`config.mk`:
```
export PLATFORM = sky130hd
export DESIGN_NAME = pipe_cond_sum_adder
export DESIGN_NICKNAME = d
export VERILOG_FILES = /design/src/rtl/pipe_cond_sum_adder_pkg.sv /design/src/rtl/pipe_cond_sum_adder_cond_seg_sum.sv /design/src/rtl/pipe_cond_sum_adder.sv
export SDC_FILE = /design/constraint.sdc
export NUM_CORES = 1
export LEC_CHECK = 0
export CAP_MARGIN = 20
export CORE_MARGIN = 5
export CORE_UTILIZATION = 30
export DETAILED_ROUTE_END_ITERATION = 7
export HOLD_SLACK_MARGIN = 0.05
export SYNTH_ARGS = -nofsm -noshare
export SYNTH_HDL_FRONTEND = slang
export SYNTH_SLANG_ARGS = --single-unit
```
`constraint.sdc`:
```
create_clock -name clk -period 1.9 [get_ports clk]
set_input_delay 0.475 -clock clk [delete_from_list [all_inputs] [get_ports clk]]
set_output_delay 0.475 -clock clk [all_outputs]
set_load 0.1 [all_outputs]
```
`src/rtl/pipe_cond_sum_adder_pkg.sv`:
```
// Shared definitions for the pipelined conditional-sum adder: op encoding,
// result flag bundle and segment sizing helpers.
package pipe_cond_sum_adder_pkg;

    localparam logic OP_ADD = 1'b0;
    localparam logic OP_SUB = 1'b1;

    typedef struct packed {
        logic cout;
        logic ovf;
        logic zero;
    } flags_t;

    function automatic int calc_nseg(input int width, input int seg);
        return width / seg;
    endfunction

    // Width must split evenly into at least two segments.
    function automatic bit cfg_ok(input int width, input int seg);
        return (seg > 0) && (width % seg == 0) && (width / seg >= 2) &&
               (width >= 8) && (width <= 64);
    endfunction

endpackage

```
`src/rtl/pipe_cond_sum_adder_cond_seg_sum.sv`:
```
// One SEG-bit conditional-sum segment: sum and carry-out precomputed for
// both possible carry-in values.
module cond_seg_sum #(
    parameter int SEG = 8
) (
    input  logic [SEG-1:0] a,
    input  logic [SEG-1:0] b,
    output logic [SEG-1:0] sum0,
    output logic           cout0,
    output logic [SEG-1:0] sum1,
    output logic           cout1
);

    assign {cout0, sum0} = {1'b0, a} + {1'b0, b};
    assign {cout1, sum1} = {1'b0, a} + {1'b0, b} + {{SEG{1'b0}}, 1'b1};

endmodule

```
`src/rtl/pipe_cond_sum_adder.sv`:
```
// Two-stage pipelined conditional-sum adder/subtractor with valid/ready on both sides.
// Optional signed saturation of overflowing results: define PIPE_COND_SUM_SAT_EN.
module pipe_cond_sum_adder
    import pipe_cond_sum_adder_pkg::*;
#(
    parameter int WIDTH = 32,
    parameter int SEG   = 8
) (
    input  logic             clk,
    input  logic             rst_n,
    input  logic             in_valid,
    output logic             in_ready,
    input  logic [WIDTH-1:0] in_a,
    input  logic [WIDTH-1:0] in_b,
    input  logic             in_cin,
    input  logic             in_sub,
    output logic             out_valid,
    input  logic             out_ready,
    output logic [WIDTH-1:0] out_sum,
    output logic             out_cout,
    output logic             out_ovf,
    output logic             out_zero
);

    localparam int NSEG = calc_nseg(WIDTH, SEG);

    if (!cfg_ok(WIDTH, SEG)) begin : g_cfg_err
        $error("pipe_cond_sum_adder: WIDTH must be a multiple of SEG with at least 2 segments");
    end

    logic               s1_v, s2_v, s1_load, s2_load;
    logic [WIDTH-1:0]   b_eff, a_sum0;
    logic [WIDTH-1:SEG] a_sum1;
    logic [NSEG-1:1]    a_cout0, a_cout1;
    logic               c0, a_cmsb0, a_cmsb1;
    logic [SEG:0]       seg0_full;

    logic [WIDTH-1:0]   s1_sum0;
    logic [WIDTH-1:SEG] s1_sum1;
    logic [NSEG-1:1]    s1_cout0, s1_cout1;
    logic               s1_c_seg0, s1_cmsb0, s1_cmsb1;

    logic [WIDTH-1:0]   b_sum, res, s2_sum;
    logic               carry, cmsb;
    flags_t             b_flags, s2_flags;

    assign s2_load  = !s2_v || out_ready;
    assign s1_load  = !s1_v || s2_load;
    assign in_ready = s1_load;

    assign b_eff = (in_sub == OP_SUB) ? ~in_b : in_b;
    assign c0    = (in_sub == OP_SUB) ? 1'b1 : in_cin;

    // Segment 0 sees the real carry-in, so it needs only one adder.
    assign seg0_full          = {1'b0, in_a[SEG-1:0]} + {1'b0, b_eff[SEG-1:0]} + {{SEG{1'b0}}, c0};
    assign a_sum0[SEG-1:0]    = seg0_full[SEG-1:0];

    for (genvar i = 1; i < NSEG; i++) begin : g_seg
        cond_seg_sum #(.SEG(SEG)) u_seg (
            .a     (in_a[i*SEG +: SEG]),
            .b     (b_eff[i*SEG +: SEG]),
            .sum0  (a_sum0[i*SEG +: SEG]),
            .cout0 (a_cout0[i]),
            .sum1  (a_sum1[i*SEG +: SEG]),
            .cout1 (a_cout1[i])
        );
    end

    // Carry into the MSB recovered from the MSB sum bit under each assumption.
    assign a_cmsb0 = in_a[WIDTH-1] ^ b_eff[WIDTH-1] ^ a_sum0[WIDTH-1];
    assign a_cmsb1 = in_a[WIDTH-1] ^ b_eff[WIDTH-1] ^ a_sum1[WIDTH-1];

    always_ff @(posedge clk or negedge rst_n) begin
        if (!rst_n) begin
            s1_v      <= 1'b0;
            s1_sum0   <= '0;
            s1_sum1   <= '0;
            s1_cout0  <= '0;
            s1_cout1  <= '0;
            s1_c_seg0 <= 1'b0;
            s1_cmsb0  <= 1'b0;
            s1_cmsb1  <= 1'b0;
        end else if (s1_load) begin
            s1_v <= in_valid;
            if (in_valid) begin
                s1_sum0   <= a_sum0;
                s1_sum1   <= a_sum1;
                s1_cout0  <= a_cout0;
                s1_cout1  <= a_cout1;
                s1_c_seg0 <= seg0_full[SEG];
                s1_cmsb0  <= a_cmsb0;
                s1_cmsb1  <= a_cmsb1;
            end
        end
    end

`ifdef PIPE_COND_SUM_SAT_EN
    logic s1_a_sign;

    always_ff @(posedge clk or negedge rst_n) begin
        if (!rst_n) begin
            s1_a_sign <= 1'b0;
        end else if (s1_load && in_valid) begin
            s1_a_sign <= in_a[WIDTH-1];
        end
    end
`endif

    // Ripple the resolved carry up through the segment selects.
    always_comb begin
        carry = s1_c_seg0;
        res   = s1_sum0;
        cmsb  = 1'b0;
        for (int i = 1; i < NSEG; i++) begin
            if (carry) begin
                res[i*SEG +: SEG] = s1_sum1[i*SEG +: SEG];
            end
            if (i == NSEG - 1) begin
                cmsb = carry ? s1_cmsb1 : s1_cmsb0;
            end
            carry = carry ? s1_cout1[i] : s1_cout0[i];
        end
        b_flags.cout = carry;
        b_flags.ovf  = cmsb ^ carry;
        b_sum        = res;
`ifdef PIPE_COND_SUM_SAT_EN
        if (b_flags.ovf) begin
            b_sum = s1_a_sign ? {1'b1, {(WIDTH-1){1'b0}}} : {1'b0, {(WIDTH-1){1'b1}}};
        end
`endif
        b_flags.zero = (b_sum == '0);
    end

    always_ff @(posedge clk or negedge rst_n) begin
        if (!rst_n) begin
            s2_v     <= 1'b0;
            s2_sum   <= '0;
            s2_flags <= '0;
        end else if (s2_load) begin
            s2_v <= s1_v;
            if (s1_v) begin
                s2_sum   <= b_sum;
                s2_flags <= b_flags;
            end
        end
    end

    assign out_valid = s2_v;
    assign out_sum   = s2_sum;
    assign out_cout  = s2_flags.cout;
    assign out_ovf   = s2_flags.ovf;
    assign out_zero  = s2_flags.zero;

endmodule

```
Yosys cells after proc, flatten, opt, wreduce, memory -nomap -nowiden
Cells that the tools add are included.
{"block": "op_classes", "add_sub_neg": 8, "muxes": 9, "n_bitwise": 5, "reduce_logical": 7}
{"cell": "adder 8 x 8 -> 9 bit", "count": 4}
{"cell": "zero test 32 bit", "count": 1}
{"cell": "two-way mux 32 bit", "count": 1}
{"cell": "inverter 32 bit", "count": 1}
{"cell": "adder 9 x 1 -> 9 bit, second input constant", "count": 3}
{"cell": "two-way mux 8 bit", "count": 3}
{"cell": "adder 9 x 1 -> 9 bit", "count": 1}
{"cell": "two-way mux 1 bit", "count": 5}
{"cell": "AND reduction 2 bit", "count": 2}
{"cell": "XOR 1 bit", "count": 4}
{"cell": "zero test 1 bit", "count": 2}
{"cell": "logical OR 1 bit", "count": 2}
{"block": "word_totals", "reg_bits": 102, "inputBits": 70, "output_inout_bits": 37}

Logic depth before layout (Yosys ltp)
{"block": "logic_depth", "depth_word": 5, "ltp_mapped": 12, "depth_no_buf": 10}

By module
A second synthesis with hierarchy kept.
{"block": "hier_totals", "hier_cells": 574, "hier_area_um2": 6198.4}
{"mod": "pipe_cond_sum_adder", "instances": 1, "cells_per_inst": 406, "area_per_inst_um2": 4873.4}
{"mod": "cond_seg_sum", "instances": 3, "cells_per_inst": 56, "area_per_inst_um2": 441.7}

Worst setup path after synthesis
No wires, ideal clock.
{"block": "synth_timing", "kind": "input port to flip-flop", "startpoint": "input port in_sub", "endpoint": "register s1_cout1[1] in the netlist's numbering", "t_arrival_ns": 3.578, "slack_ns": -1.798, "cell_stages": 12, "path_cell_list": "clkbuf_1 > buf_1 > xor2_1 > ha_1 > inv_1 > fa_1 > nor2b_4 > o21ai_0 > a2111o_1 > a2111o_1 > or4_1 > a31o_1"}
{"block": "synth_between", "elab_chain_len": 3}
{"element": "start, declared", "line_no": "pipe_cond_sum_adder.sv:16", "text": "input logic in_sub,"}
{"element": "two-way mux 32 bit", "line_no": "pipe_cond_sum_adder.sv:51", "text": "assign b_eff = (in_sub == OP_SUB) ? ~in_b : in_b;"}
{"element": "adder 8 x 8 -> 9 bit", "line_no": "pipe_cond_sum_adder_cond_seg_sum.sv:15", "text": "assign {cout1, sum1} = {1'b0, a} + {1'b0, b} + {{SEG{1'b0}}, 1'b1};"}
{"element": "adder 9 x 1 -> 9 bit", "line_no": "pipe_cond_sum_adder_cond_seg_sum.sv:15"}
{"element": "end signal, assigned", "line_no": "pipe_cond_sum_adder.sv:89", "text": "s1_cout1 <= a_cout1;"}
{"element": "end, declared", "line_no": "pipe_cond_sum_adder.sv:40", "text": "logic [NSEG-1:1] s1_cout0, s1_cout1;"}
Every way passes these cells.
A chain may end at the register's enable or synchronous reset.

Worst setup path in the final report
Same ends and word-level chain as after synthesis.

==> results.json <==
{
  "cts-root-buf": "clkbuf_16",
  "vias": 5675,
  "grt_overflow": 0,
  "holdCritPathClass": "in2async",
  "p_per_area_nw_per_um2": 1210,
  "period_share_pct": 146,
  "grt_setup_unrepaired": "true",
  "place_area_um2": 8930,
  "synth.cell_area_um2": 6140,
  "track_usage_pct": 14.1,
  "hpwl_um": 12800,
  "clkPwrFrac_pct": 15.0,
  "yosysTopAreaCellShare_pct": 41.6,
  "dp.cells": 1123,
  "start_util_pct": 30.4,
  "drv_cap": 0,
  "violations": "negative setup slack",
  "syn_inst": 650,
  "dieHeight_um": 153,
  "synth_compound_area_share_pct": 14.1,
  "critPathMaxFanout": 5,
  "pwr-share-comb_pct": 58.1,
  "clock_sinks": 102,
  "finalHoldViolations": 0,
  "worst_pin_slew_ns": 0.479,
  "vias_per_cell": 4.76,
  "ys_warn_count": 0,
  "p_int_mw": 7.35,
  "antenna_found_initial": 0,
  "chipWidth_um": 153,
  "fin_area_um2": 10800,
  "relSlewSlack_pct": 67.8,
  "grt_max_degree": 52,
  "cts_hold_buf": 0,
  "cts_made_buffers": 9,
  "end_kind": "flop",
  "hold_ws_ns": 0.0619,
  "async_reset_ff_share_pct": 100,
  "synth_seq_cells": 102,
  "power.share.sequential_pct": 27.0,
  "required_ns": 2.14,
  "ys_seq_area_share_pct": 41.6,
  "arrival_ns": 3.01,
  "cts_tree": "built",
  "r2r_setup_slack_ns": 0.11,
  "switching_power_mw": 5.69,
  "wl_per_cell_um": 15.2,
  "io_buffer_count": 106,
  "ant_nets": 0,
  "gp_congestion": 0.791,
  "post-place-ws_ns": -1.58,
  "num-nets-final": 1028,
  "htree_levels": 3,
  "worstRegToRegCells": 7,
  "rr_endpoint": "out_zero",
  "num_io_pins": 107,
  "core_um2": 20200,
  "clockBufferDepth": 2,
  "run_status": "finished with violations",
  "clock.fmax_ghz": 0.360,
  "finalCoreUtilization_pct": 53.6,
  "drive_above_1_share_pct": 43.4,
  "drt_wl_total_um": 18100,
  "drc": 0,
  "setup_tns_ns": -19.64,
  "synth_mux_area_share_pct": 6.60,
  "switching_share_pct": 43.6,
  "dr.pass1.iters": 4,
  "grt_pass1_vias": 5543,
  "ir_drop_mv": 0.622,
  "worst_slack_ns": -0.875,
  "grt_first_pass_wirelength_um": 27800,
  "rows": 52,
  "crit_type": "in2reg",
  "synth-xor-area-share_pct": 9.42,
  "synthAdderAreaFrac_pct": 9.17,
  "leakagePower_nw": 4.85,
  "fin_crit_ns": 2.78,
  "synthTopCellsByArea": "dfrtp_1 42%, nand2_1 7.9%, ha_1 7.5%",
  "final.fill_count": 1745,
  "skew_ns": 0.00682,
  "synthSimpleGateAreaFrac_pct": 16.6,
  "finalPower_mw": 13.0,
  "r2r_start": "s1_c_seg0",
  "synth_top_family_by_area": "simple AND/OR/NAND/NOR gates",
  "synth_top_area_cell": "dfrtp_1",
  "clkTransAtPathRegs_ns": 0.07,
  "synth_edf_count": 0,
  "drtIter0Drc": 259,
  "yosysMostFrequentCell": "nand2_1",
  "syn-num-nets": 762,
  "diodes": 0,
  "ys_types": 57,
  "final_cells": 1191,
  "clock_latency_ns": 0.34,
  "syn_to_final_growth_pct": 76.1,
  "start_kind": "input port",
  "final-setup-viol-count": 53,
  "die_area_um2": 23400,
  "netlist_top_cells_count": "129 x nand2_1, 102 x dfrtp_1, 64 x o21ai_0",
  "maxSlewViolCount": 0,
  "ys.flop_type": "dfrtp_1",
  "syn_area_per_cell_um2": 9.45
}
## what timing repair did
action,in CTS,in global routing
pin swaps,72,122
resized for setup,101,160
gates cloned,0,1
setup buffers,29,41
hold endpoints to repair,0,0
endpoints found under the setup margin,55,60
## logic make-up (layout without fill, tap and decap cells)
kind of cell,after synthesis,in the layout
flip-flops,102,102
adder cells (fa/ha/maj),42,42
AND/OR/NAND/NOR,223,223
AO/OA/AOI/OAI,137,137
XOR/XNOR,66,66
multiplexers,39,39
buffers and inverters,41,312
## sequential cells by signal (all words and copies together), names as in the netlist
signal and flops:
out_zero 1, s1_v 1, out_sum 32, s1_cmsb0 1
out_valid 1, s1_cout0 3, s1_sum0 32, out_cout 1
s1_cmsb1 1, s1_c_seg0 1, s1_sum1 24, out_ovf 1
s1_cout1 3
## worst max path at each step
stage / from / to / slack (ns) / depth (start not counted)
finish: in_sub / s1_cout1[1] / -0.88 / 12
global route: in_sub / s1_cout1[1] / -0.95 / 11
CTS: in_sub / s1_cout1[1] / -0.91 / 11
detailed placement: in_b[8] / s1_cout1[1] / -1.58 / 11
global placement: in_b[8] / s1_cout1[1] / -1.52 / 11
floorplan: in_sub / s1_cout1[1] / -1.24 / 12
## cells in the final DEF (no fill, tap or decap), drive strengths merged, types with 6 or more instances in the layout
cell type,Yosys,routed
a21oi,16,16
o21ai,64,64
xnor2,22,22
buf,8,216
clkdlybuf4s50,0,47
inv,14,14
nor2,21,21
mux2i,27,27
ha,37,37
dfrtp,102,102
clkbuf,19,10
nand2b,6,6
xor2,44,44
nor3,8,8
dlygate4sd2,0,13
and3,8,8
o31ai,7,7
nand3,15,15
a21o,6,6
nand2,129,129
nor4,11,11
mux2,12,12
## power by group through the flow
stage | logic [mW] | clock network (mW) | registers (mW)
global route | 8.03 | 2.07 | 3.61
floorplan | 1.95 | 0 | 5.35
CTS | 6.89 | 1.98 | 3.51
detailed placement | 6.53 | 0 | 3.55
global placement | 6.48 | 0 | 3.52
finish | 7.58 | 1.95 | 3.52
## per-layer routing
metal	GRT usage (%)	part of all wire (%)	vias to the layer above
met5	0	0	-
met4	3.78	1.5	0
met3	1.92	3.1	20
met2	22.1	48	115
met1	20.6	47	2736
li1	-	-	2804
## worst max-delay path: stages
cell and delay (ns):
buf_12 0.12, xor2_2 0.17, ha_2 0.19, inv_2 0.06, fa_2 0.23, nor2b_4 0.05
o31a_1 0.26, buf_6 0.13, o31a_4 0.28, a2111o_1 0.41, or4_4 0.42, a31o_1 0.21
## layout make-up
type | count | area [µm²] | area share, %
clock buffer | 9 | 225 | 2.08
clock inverter | 7 | 88.8 | 0.821
inverter | 14 | 52.6 | 0.486
multi-input combinational | 507 | 4550 | 42.1
sequential | 102 | 2560 | 23.6
tap | 270 | 338 | 3.12
timing repair buffer | 282 | 3010 | 27.8
(Power assumes the default switching activity.)
